==> src/rtl/fill_pump_controller_pkg.sv <==
// Shared state and fault-code encodings for the tank fill pump controller.
// The display path decodes state_out and fault_code with these same values.
package fill_pump_controller_pkg;

  typedef enum logic [2:0] {
    ST_IDLE     = 3'd0,
    ST_ARM      = 3'd1,
    ST_FILLING  = 3'd2,
    ST_COOLDOWN = 3'd3,
    ST_FAULT    = 3'd4
  } state_t;

  typedef enum logic [1:0] {
    FC_NONE    = 2'b00,
    FC_SENSOR  = 2'b01,
    FC_TIMEOUT = 2'b10,
    FC_CONFIG  = 2'b11
  } fault_code_t;

endpackage

==> src/rtl/fill_pump_controller_tick_counter.sv <==
// Saturating seconds counter: synchronous clear wins over the tick enable,
// and the count sticks at all-ones instead of wrapping.
module tick_counter #(
  parameter int W = 8
) (
  input  logic         clk,
  input  logic         rst,
  input  logic         clear,
  input  logic         en,
  output logic [W-1:0] count
);

  // Count ticks, clear on request, hold at the maximum value.
  // NOTE: sequential state uses non-blocking (<=) so every flop samples pre-edge values.
  always_ff @(posedge clk or posedge rst) begin
    if (rst) begin
      count <= '0;
    end else if (clear) begin
      count <= '0;
    end else if (en && (count != '1)) begin
      count <= count + 1'b1;
    end
  end

endmodule

==> src/rtl/fill_pump_controller.sv <==
// Tank fill pump sequencer: persistence-filtered level flags, fill timeout,
// minimum off time after any stop, and a latched fault cleared by acknowledge.
module fill_pump_controller
  import fill_pump_controller_pkg::*;
#(
  parameter int CNT_W      = 8,
  parameter int CONFIRM_S  = 3,
  parameter int MAX_FILL_S = 120,
  parameter int MIN_OFF_S  = 10
) (
  input  logic             clk_100MHz,
  input  logic             reset,
  input  logic             tick_1Hz,
  input  logic             GOET,
  input  logic             LOET,
  input  logic             input_error,
  input  logic             ack_button,
  output logic             pump_on,
  output logic             fault,
  output logic [1:0]       fault_code,
  output logic [2:0]       state_out,
  output logic [CNT_W-1:0] fill_seconds
);

  // Comparison points: the action fires on the tick that completes the interval.
  localparam logic [CNT_W-1:0] CONFIRM_LAST = CNT_W'(CONFIRM_S - 1);
  localparam logic [CNT_W-1:0] FILL_LAST    = CNT_W'(MAX_FILL_S - 1);
  localparam logic [CNT_W-1:0] OFF_LAST     = CNT_W'(MIN_OFF_S - 1);

  state_t            state, next_state;
  fault_code_t       code_q, next_code;
  logic [CNT_W-1:0]  pcnt, off_cnt;
  logic              watch_flag, confirmed, level_conflict;
  logic              pcnt_clear, fill_clear, fill_en, off_clear;

  // High threshold below low threshold: both comparators assert together.
  assign level_conflict = GOET & LOET;

  // LOET is watched while arming, GOET while filling.
  assign watch_flag = (state == ST_FILLING) ? GOET : LOET;
  assign confirmed  = tick_1Hz && watch_flag && (pcnt == CONFIRM_LAST);

  // Next-state and fault-code selection, global error priority applied last.
  // NOTE: every always_comb output gets a default first so no latch is inferred.
  always_comb begin
    next_state = state;
    next_code  = code_q;
    case (state)
      ST_IDLE: begin
        if (LOET) next_state = ST_ARM;
      end
      ST_ARM: begin
        if (!LOET)          next_state = ST_IDLE;
        else if (confirmed) next_state = ST_FILLING;
      end
      ST_FILLING: begin
        // A confirmed full level beats a timeout landing on the same tick.
        if (confirmed) begin
          next_state = ST_COOLDOWN;
        end else if (tick_1Hz && (fill_seconds == FILL_LAST)) begin
          next_state = ST_FAULT;
          next_code  = FC_TIMEOUT;
        end
      end
      ST_COOLDOWN: begin
        if (tick_1Hz && (off_cnt == OFF_LAST)) next_state = ST_IDLE;
      end
      ST_FAULT: begin
        if (ack_button && !input_error && !level_conflict) begin
          next_state = ST_COOLDOWN;
          next_code  = FC_NONE;
        end
      end
      default: begin
        next_state = ST_IDLE;
        next_code  = FC_NONE;
      end
    endcase
    // Sensor and threshold faults act immediately from any non-fault state.
    if (state != ST_FAULT) begin
      if (input_error) begin
        next_state = ST_FAULT;
        next_code  = FC_SENSOR;
      end else if (level_conflict) begin
        next_state = ST_FAULT;
        next_code  = FC_CONFIG;
      end
    end
  end

  // Persistence restarts whenever the watched flag drops or the state changes.
  assign pcnt_clear = !watch_flag || (next_state != state) ||
                      !((state == ST_ARM) || (state == ST_FILLING));
  assign fill_clear = (next_state == ST_FILLING) && (state != ST_FILLING);
  assign fill_en    = tick_1Hz && (state == ST_FILLING);
  assign off_clear  = (state != ST_COOLDOWN);

  tick_counter #(.W(CNT_W)) u_pcnt (
    .clk(clk_100MHz), .rst(reset), .clear(pcnt_clear), .en(tick_1Hz), .count(pcnt)
  );

  tick_counter #(.W(CNT_W)) u_fill (
    .clk(clk_100MHz), .rst(reset), .clear(fill_clear), .en(fill_en), .count(fill_seconds)
  );

  tick_counter #(.W(CNT_W)) u_off (
    .clk(clk_100MHz), .rst(reset), .clear(off_clear), .en(tick_1Hz), .count(off_cnt)
  );

  // State, latched fault code and registered pump drive.
  always_ff @(posedge clk_100MHz or posedge reset) begin
    if (reset) begin
      state   <= ST_IDLE;
      code_q  <= FC_NONE;
      pump_on <= 1'b0;
    end else begin
      state   <= next_state;
      code_q  <= next_code;
      pump_on <= (state == ST_FILLING);
    end
  end

  assign fault      = (state == ST_FAULT);
  assign fault_code = code_q;
  assign state_out  = state;

endmodule

==> config.mk <==
export PLATFORM = sky130hd
export DESIGN_NAME = fill_pump_controller
export DESIGN_NICKNAME = d
export VERILOG_FILES = /design/src/rtl/fill_pump_controller_pkg.sv /design/src/rtl/fill_pump_controller_tick_counter.sv /design/src/rtl/fill_pump_controller.sv
export SDC_FILE = /design/constraint.sdc
export NUM_CORES = 1
export LEC_CHECK = 0
export ABC_AREA = 1
export CORE_MARGIN = 5
export CORE_UTILIZATION = 32
export DETAILED_ROUTE_END_ITERATION = 12
export GPL_TIMING_DRIVEN = 0
export PLACE_DENSITY_LB_ADDON = 0.1
export SETUP_SLACK_MARGIN = 0.4
export SLEW_MARGIN = 30
export SYNTH_ARGS = -nofsm -noshare
export SYNTH_HDL_FRONTEND = slang
export SYNTH_SLANG_ARGS = --single-unit
==> constraint.sdc <==
create_clock -name clk_100MHz -period 3.55 [get_ports clk_100MHz]
set_input_delay 0.5325 -clock clk_100MHz [delete_from_list [all_inputs] [get_ports clk_100MHz]]
set_output_delay 0.5325 -clock clk_100MHz [all_outputs]
set_load 0.01 [all_outputs]
==> results.json <==
{
  "powerDensity_nw_per_um2": 509,
  "port_buffers": 21,
  "cp_slowest_cell": "clkdlybuf4s50_1",
  "fin_worst_skew_ns": 0.00732,
  "slew_headroom_pct": 56.7,
  "dieArea_um2": 7810,
  "ios": 22,
  "final_common_cell": "nand2_1",
  "drtIter0Drc": 30,
  "outcome": "complete, no violations",
  "fin_hold_ws_ns": 0.540,
  "rsz0062_at_grt": "no",
  "fin_tns_setup_ns": 0,
  "vias": 1575,
  "synth_top_flop_cell": "dfrtp_1",
  "endpoint_kind": "output pin",
  "wl_per_cell_um": 11.4,
  "fill_cells": 651,
  "root_buffer": "clkbuf_8",
  "core_area_um2": 5960,
  "die_h_um": 88.4,
  "area_growth_pct": 20.3,
  "antenna_cells": 0,
  "drv_slew": 0,
  "clkLatencyLatePin_ns": 0.28,
  "cts_buffers": 5,
  "max_stage_delay_ns": 0.53,
  "max_freq_ghz": 0.445,
  "grt-ovfl-total": 0,
  "critical_path_arrival_ns": 1.71,
  "async_flop_share_pct": 100,
  "grt_usage_pct": 11.5,
  "cts_buffer_depth": 2,
  "postCtsHoldBufs": 0,
  "ir_worst_vdd_mv": 0.258,
  "max_slew.worst_pin.slew_ns": 0.649,
  "hold_path.class": "reg -> reg",
  "syn_area_um2": 1960,
  "cp_max_fo": 8,
  "path_cells": "nor2_4, nand2_4, inv_4, clkdlybuf4s50_1",
  "layout_common_cells": "nand2_1, inv_1, dfrtp_1",
  "worstSetupStartpointType": "register",
  "die_w_um": 88.4,
  "grt_pass1_wl_um": 7040,
  "grt_max_degree": 31,
  "antenna_found_initial": 0,
  "fin_nets": 287,
  "viasPerCell": 4.49,
  "place_congestion": 0.733,
  "cts_tree": "built",
  "cts.clk_slew.worst_paths_ns": 0.07,
  "rows": 28,
  "fin_crit_ns": 2.24,
  "wl_um": 4010,
  "hpwlAfterDp_um": 3030,
  "ys_ff_latch": 30,
  "finalSetupViolCount": 0,
  "drive_gt1_share_pct": 19.6,
  "ys_seq_area_share_pct": 38.2,
  "grt_pass1_vias": 1537,
  "leakagePower_nw": 1.09,
  "yosys_warnings": 0,
  "post_cts_buffers": 0,
  "cts.sinks": 30,
  "dp_cells": 343,
  "finalCritPeriodShare_pct": 63.2,
  "synthCells": 247,
  "syn_area_per_cell_um2": 7.95,
  "stdcell_count": 351,
  "ctsResizeCount": 0,
  "final_hold_viol_count": 0,
  "worstSetupPathType": "reg -> out",
  "cts_max_level": 2,
  "dr.pass1.iters": 4,
  "maxCapViolCount": 0,
  "synth-edff-count": 0,
  "route.detailed.drc": 0,
  "ys_types": 35,
  "cp.required_ns": 3.02,
  "start_util_pct": 33.0,
  "antenna_left": 0,
  "syn-num-nets": 259
}
[state kept, by name (all words and copies together), names as in the netlist]
register / count
state_out: 3
u_pcnt.count: 8
pump_on: 1
u_off.count: 8
fault_code: 2
u_fill.count: 8
[cell usage after synthesis, drive strengths merged (2+ instances only)]
library cell,number,area [um2]
nor4,2,12.5
xor2,7,61.3
inv,38,145
nand2,64,298
nand3,19,118
buf,2,18.8
dfrtp,30,751
o21ai,11,58.8
nor3,13,115
a21oi,7,50.1
nor2,29,139
ha,5,62.6
nand4,8,50.1
a31oi,2,12.5
xnor2,3,26.3
[worst max-delay path: cells and delay by family, from the launching register on]
family	cells	cell delay, ns
flip-flops	1	0.52
AND/OR/NAND/NOR	2	0.28
buffers and inverters	2	0.62
[final cells by class]
class                      instances  area [um2]  area share, %
buffer                             2        18.8          0.794
clock buffer                       6        82.6           3.49
clock inverter                     2        12.5          0.529
inverter                          39         150           6.35
multi-input combinational        176        1040           44.2
sequential                        30         751           31.8
tap                               75        93.8           3.97
timing repair buffer              21         210           8.89
[routing by layer]
| metal | vias up | GRT usage (%) | wire length, um |
|---|---|---|---|
| li1 | 846 | - | - |
| met1 | 704 | 15.2 | 1990 |
| met3 | 5 | 2.79 | 155 |
| met5 | - | 0 | 0 |
| met2 | 20 | 18.4 | 1820 |
| met4 | 0 | 3.71 | 48 |
[cell families after synthesis]
| family | after synthesis | synth area share, % |
|---|---|---|
| flops | 30 | 38.2 |
| compound gates | 22 | 6.88 |
| xor+xnor | 10 | 4.46 |
| fa+ha+maj | 5 | 3.18 |
| buf+inv | 41 | 8.60 |
| simple gates | 139 | 38.7 |
[metrics by stage]
step	util (%)	setup slack, ns	power (W)	cell area [um2]
2_1_floorplan	-	1.90	0.000761	1960
3_3_place_gp	38.1	1.16	0.000927	2270
3_5_place_dp	38.1	1.16	0.000928	2270
4_1_cts	39.7	1.28	0.00123	2360
6_report	39.7	1.31	0.00120	2360
5_1_grt	39.7	1.22	0.00129	2360
[power breakdown]
part / switching [W] / internal, W
sequential: 0.0000548 / 0.000378
combinational: 0.000289 / 0.000189
clock: 0.000136 / 0.000156
[worst paths after layout]
kind	startpoint	endpoint	slack (ns)	cells after the start
max	state_out[0]$_DFF_PP0_	fault	1.31	4
min	fault_code[0]$_DFF_PP0_	fault_code[0]$_DFF_PP0_	0.54	2
max reg2reg	state_out[2]$_DFF_PP0_	u_fill.count[6]$_DFFE_PP0P_	1.67	7
min reg2reg	fault_code[0]$_DFF_PP0_	fault_code[0]$_DFF_PP0_	0.54	2
max in group asynchronous	reset	u_off.count[0]$_DFFE_PP0P_	2.47	2
min in group asynchronous	reset	u_fill.count[0]$_DFFE_PP0P_	0.66	2
Power figures use the tool's default switching activity.
==> edit 1: new RTL, same flow settings <==
Change the parameter `CNT_W` from 8 to 12.
--- a/src/rtl/fill_pump_controller.sv
+++ b/src/rtl/fill_pump_controller.sv
@@ -4,5 +4,5 @@
   import fill_pump_controller_pkg::*;
 #(
-  parameter int CNT_W      = 8,
+  parameter int CNT_W      = 12,
   parameter int CONFIRM_S  = 3,
   parameter int MAX_FILL_S = 120,
Ports: changed (resized fill_seconds); port bits go from 22 to 26. No check against the original RTL was run, so the function may have changed too.
==> edit 1 against the unedited design <==
- first-iteration DRC count increased by 130%
- power increased by 22%
- largest cell class unchanged
- via count increased by 45%
- highest routed layer unchanged
- final cell count increased by 41%
- wire length increased by 48%
- sequential cell count increased by 12
- cell area increased by 33%
- largest power group is now sequential cells
- setup slack improved by 0.056 ns
- synthesized area increased by 34%
- critical path depth increased by 1
==> edit 1: results (changes against the unedited design) <==
Layout
  • Commonest non-fill, non-tap cell in the layout: nand2_1 (unchanged)
  • Final net count: 400 (was 287)
  • Fraction of layout cells with a size suffix above 1: 11.57% (was 19.57%)
  • Top Registers: u_fill.count (12), u_off.count (12), u_pcnt.count (12) (was u_fill.count (8), u_off.count (8), u_pcnt.count (8))
  • Layout filler cell count: 855 (was 651)

Place
  • Post-DP Area: 3038 sq um (was 2268 sq um)
  • # port buffers: 24 (was 21)
  • DP HPWL: 4530 um (was 3030 um)
  • Gpl congestion: 0.8250 (was 0.7331)

Synthesis
  • Top cells by count, synth: nand2_1 (76), inv_1 (49), nor2_1 (46) (was nand2_1 (49), inv_1 (34), dfrtp_1 (30))
  • Top cells by area, synth: dfrtp_1 (40%), nand2_1 (11%), inv_1 (7.0%), nor2_1 (6.5%), nand3_1 (5.3%) (was dfrtp_1 (38%), nand2_1 (9.4%), inv_1 (6.5%), nor3_2 (5.1%), nor2_1 (4.4%))
  • Syn_nets: 368 (was 259)
  • Register area share after synthesis: 39.83% (was 38.22%)
  • Yosys cell types: 31 (was 35)

Drt
  • Vias: 2285 (was 1575)
  • DR iter-0 viols: 69 (was 30)
  • Final WL: 5922 um (was 4012 um)

Setup path
  • FF-to-FF setup slack: 1.58 ns (was 1.67 ns)
  • RR Startpoint: u_pcnt.count[0]$_DFFE_PP0P_ (was state_out[2]$_DFF_PP0_)
  • Register-to-Register Path Depth: 14 (was 7)
  • Crit. Startpoint: state_out[1]$_DFF_PP0_ (was state_out[0]$_DFF_PP0_)
  • Reg2reg end: u_fill.count[1]$_DFFE_PP0P_ (was u_fill.count[6]$_DFFE_PP0P_)
  • Worst-path fanout max: 9 (was 8)
  • Worst Path Arrival: 1.66 ns (was 1.71 ns)

Run
  • Maxcap violations: 0 (unchanged)

CTS
  • Post-CTS Repair Setup Buffers: 0 (unchanged)
  • CTS Root Cell: clkbuf_8 (unchanged)
  • Clock latency at the later pin of the worst-skew pair: 0.30 ns (was 0.28 ns)

Power and ir drop
  • Lkg Pwr: 1.351 nW (was 1.086 nW)
  • IR drop worst, VDD: 0.1384 mV (was 0.2585 mV)

Global route
  • Total GRT Usage: 12.66% (was 11.49%)
  • Largest net degree at the start of global routing: 26 (was 31)
  • Global-route wire length before repair: 10320 um (was 7038 um)
  • Vias in the first global route: 2229 (was 1537)

Timing
  • Slew @ Worst Pin: 0.5994 ns (was 0.6485 ns)
  • Setup Skew: 0.007159 ns (was 0.007320 ns)

Hold path
  • Hold Crit Start: fault_code[0]$_DFF_PP0_ (unchanged)

Status
  • Status: completed (unchanged)
==> edit 1: cells by family after synthesis <==
group	Yosys count	share of synthesized area, %
compound gates	26	5.500
buf+inv	60	9.578
fa+ha+maj	5	2.371
flops	42	39.83
xor+xnor	15	4.979
simple gates	208	37.74
==> edit 1: where the power goes <==
group	total, mW	leakage, nW	switching, mW	internal [mW]
Clock	0.388	0.0514	0.177	0.210
Combinational	0.494	0.725	0.284	0.210
Sequential	0.582	0.574	0.0561	0.526
Total	1.46	1.35	0.518	0.946
==> edit 1: layout make-up <==
| cell class | count | area (sq um) | area share (%) |
|---|---|---|---|
| multi-input combinational | 254 | 1335 | 42.41 |
| sequential | 42 | 1051 | 33.39 |
| timing repair buffer | 25 | 267.8 | 8.506 |
| inverter | 55 | 207.7 | 6.598 |
| tap | 105 | 131.4 | 4.173 |
| clock buffer | 6 | 72.57 | 2.305 |
| buffer | 5 | 45.04 | 1.431 |
| clock inverter | 2 | 37.54 | 1.192 |
==> edit 1: per-stage QoR <==
stage | std cells | setup WS, ns | hold slack (ns) | utilization, %
finish | 494 | 1.361 | 0.5105 | 38.70
global route | 494 | 1.227 | 0.5383 | 38.70
CTS | 494 | 1.337 | 0.5141 | 38.70
detailed placement | 486 | 1.254 | 0.4942 | 37.35
global placement | 485 | 1.024 | 0.4877 | 37.01
floorplan | 356 | 1.777 | 0.4954 | -
==> edit 1: metal layers <==
layer | vias up | GRT usage (%) | wire, um | share of wire (%)
met5 | - | 0 | 0 | 0
met4 | 0 | 4.870 | 120 | 2.0
met3 | 11 | 2.976 | 240 | 4.1
met2 | 40 | 20.61 | 2760 | 47
met1 | 1039 | 16.22 | 2801 | 47
li1 | 1195 | - | - | -
==> edit 2: new RTL, same flow settings <==
Without the edit above. Make the reset (`reset` and `rst`) synchronous in 2 clocked blocks.
--- a/src/rtl/fill_pump_controller_tick_counter.sv
+++ b/src/rtl/fill_pump_controller_tick_counter.sv
@@ -13,5 +13,5 @@
   // Count ticks, clear on request, hold at the maximum value.
   // NOTE: sequential state uses non-blocking (<=) so every flop samples pre-edge values.
-  always_ff @(posedge clk or posedge rst) begin
+  always_ff @(posedge clk) begin
     if (rst) begin
       count <= '0;
--- a/src/rtl/fill_pump_controller.sv
+++ b/src/rtl/fill_pump_controller.sv
@@ -109,5 +109,5 @@
 
   // State, latched fault code and registered pump drive.
-  always_ff @(posedge clk_100MHz or posedge reset) begin
+  always_ff @(posedge clk_100MHz) begin
     if (reset) begin
       state   <= ST_IDLE;
Behaviour: differs if reset is asserted again (counterexample within 4 cycles, from zero or initial values and one cycle with reset high); with reset held inactive, the same outputs for 10 cycles.
==> edit 2 against the unedited design <==
- sequential cell count stayed put
- cell area is 6.3% lower
- setup slack better by 0.081 ns
- first-iteration DRC count grew to 2.5 times the old value
- die area is 7.1% lower
- wire length is 1.1% lower
- synthesized area is 8.0% lower
- clock skew is 0.0012 ns higher
- highest routed layer unchanged
Power is not compared: it rests on default switching activity, and its combinational part moved more than twofold at a synthesized area within 25%.
==> edit 2: results (changes against the unedited design) <==
Status
  • Status: completed (unchanged)

Setup path
  • Crit. Startpoint: tick_1Hz (was state_out[0]$_DFF_PP0_)
  • Worst Path Arrival: 2.31 ns (was 1.71 ns)
  • Register-to-Register Path Depth: 13 (was 7)
  • Reg2reg end: u_fill.count[1]$_SDFFE_PP0P_ (was u_fill.count[6]$_DFFE_PP0P_)
  • Slowest cell delay on critical path: 0.61 ns (was 0.53 ns)
  • Setup Crit Path Kind: in -> reg (was reg -> out)
  • Crit path max-delay family: simple AND/OR/NAND/NOR gates (was buffers and inverters)
  • RR Startpoint: u_pcnt.count[0]$_SDFFE_PP0P_ (was state_out[2]$_DFF_PP0_)
  • FF-to-FF setup slack: 1.69 ns (was 1.67 ns)

Drt
  • DR iter-0 viols: 75 (was 30)
  • Wire per inst: 10.87 um (was 11.43 um)
  • Vias per inst: 4.521 (was 4.487)

Hold path
  • Hold Path Class: reg -> reg (unchanged)
  • Hold Crit Start: u_off.count[4]$_SDFFE_PP0P_ (was fault_code[0]$_DFF_PP0_)
  • Hold Path Cell Cnt: 2 (unchanged)
  • Hold Path Sink: u_off.count[4]$_SDFFE_PP0P_ (was fault_code[0]$_DFF_PP0_)

Global route
  • Largest net degree at the start of global routing: 11 (was 31)
  • Global-route wire length before repair: 7120 um (was 7038 um)
  • Total GRT Usage: 12.00% (was 11.49%)
  • Vias in the first global route: 1608 (was 1537)

Layout
  • # diodes: 0 (unchanged)
  • Fraction of layout cells with a size suffix above 1: 13.31% (was 19.57%)
  • Final net count: 304 (was 287)
  • Finished Layout Cells: 365 (was 351)
  • Layout filler cell count: 591 (was 651)

Synthesis
  • Register area share after synthesis: 33.22% (was 38.22%)
  • Top cells by count, synth: nand2_1 (58), inv_1 (38), dfxtp_1 (30) (was nand2_1 (49), inv_1 (34), dfrtp_1 (30))
  • Post-Synth XOR/XNOR Area: 4.844% (was 4.459%)
  • Yosys cell types: 34 (was 35)
  • Top FF cell, synth: dfxtp_1 (was dfrtp_1)
  • Synth Area in Compound Gates: 9.896% (was 6.879%)
  • Adder-Cell Fraction of Synth Area: 3.460% (was 3.185%)
  • Top cells by area, synth: dfxtp_1 (33%), nand2_1 (12%), inv_1 (7.9%), nor2_1 (5.2%), nand3_1 (4.7%) (was dfrtp_1 (38%), nand2_1 (9.4%), inv_1 (6.5%), nor3_2 (5.1%), nor2_1 (4.4%))
  • Syn_nets: 276 (was 259)
  • Post-synthesis async set-or-reset flop share: 0% (was 100.0%)
  • Mean post-synth cell area: 6.848 sq um (was 7.953 sq um)

Place
  • Placed Instances: 357 (was 343)
  • DP HPWL: 2996 um (was 3030 um)
  • Gpl congestion: 0.7697 (was 0.7331)
  • Post-DP Area: 2108 sq um (was 2268 sq um)

Timing
  • Setup Skew: 0.008511 ns (was 0.007320 ns)
  • Slew @ Worst Pin: 0.4673 ns (was 0.6485 ns)

CTS
  • Post-CTS Repair Setup Buffers: 0 (unchanged)
  • Cts repair resizes: 0 (unchanged)
## edit 2: cell type report
| cell class | count | area (sq um) | share of cell area [%] |
|---|---|---|---|
| multi-input combinational | 190 | 1031 | 46.55 |
| sequential | 30 | 600.6 | 27.12 |
| timing repair buffer | 21 | 210.2 | 9.492 |
| inverter | 42 | 157.7 | 7.119 |
| tap | 72 | 90.09 | 4.068 |
| clock buffer | 7 | 76.32 | 3.446 |
| clock inverter | 1 | 30.03 | 1.356 |
| buffer | 2 | 18.77 | 0.8475 |
## edit 2: per-stage QoR
stage | total power [mW] | hold slack, ns | util, % | setup WS [ns]
floorplan | 0.4061 | 0.4407 | - | 1.977
global route | 0.8121 | 0.5041 | 40.22 | 1.201
global placement | 0.4386 | 0.4653 | 38.29 | 1.042
finish | 0.7699 | 0.4699 | 40.22 | 1.386
CTS | 0.7895 | 0.4754 | 40.22 | 1.358
detailed placement | 0.4377 | 0.4636 | 38.29 | 1.061
## edit 2: per-layer routing
layer / GRT usage [%] / vias up / part of all wire [%]
met2: 18.64 / 24 / 42
met3: 3.495 / 4 / 4.6
met5: 0 / - / 0
met1: 15.72 / 727 / 52
met4: 4.317 / 0 / 1.3
li1: - / 895 / -
## edit 2: where the power goes
group          total (mW)  internal, mW  switching (mW)
Combinational      0.0844        0.0345          0.0498
Sequential          0.346         0.341         0.00446
Clock               0.340         0.210           0.130
Total               0.770         0.585           0.184
## edit 2: cell families after synthesis
group | Yosys count
AO/OA/AOI/OAI | 31
adder cells (fa/ha/maj) | 5
flip-flops | 30
XOR/XNOR | 10
buffers and inverters | 44
AND/OR/NAND/NOR | 144
## edit 2: tightest hold or removal path: stages (launching register included)
cell and delay (ns):
dfxtp_1 0.31, inv_1 0.06, a21oi_1 0.05
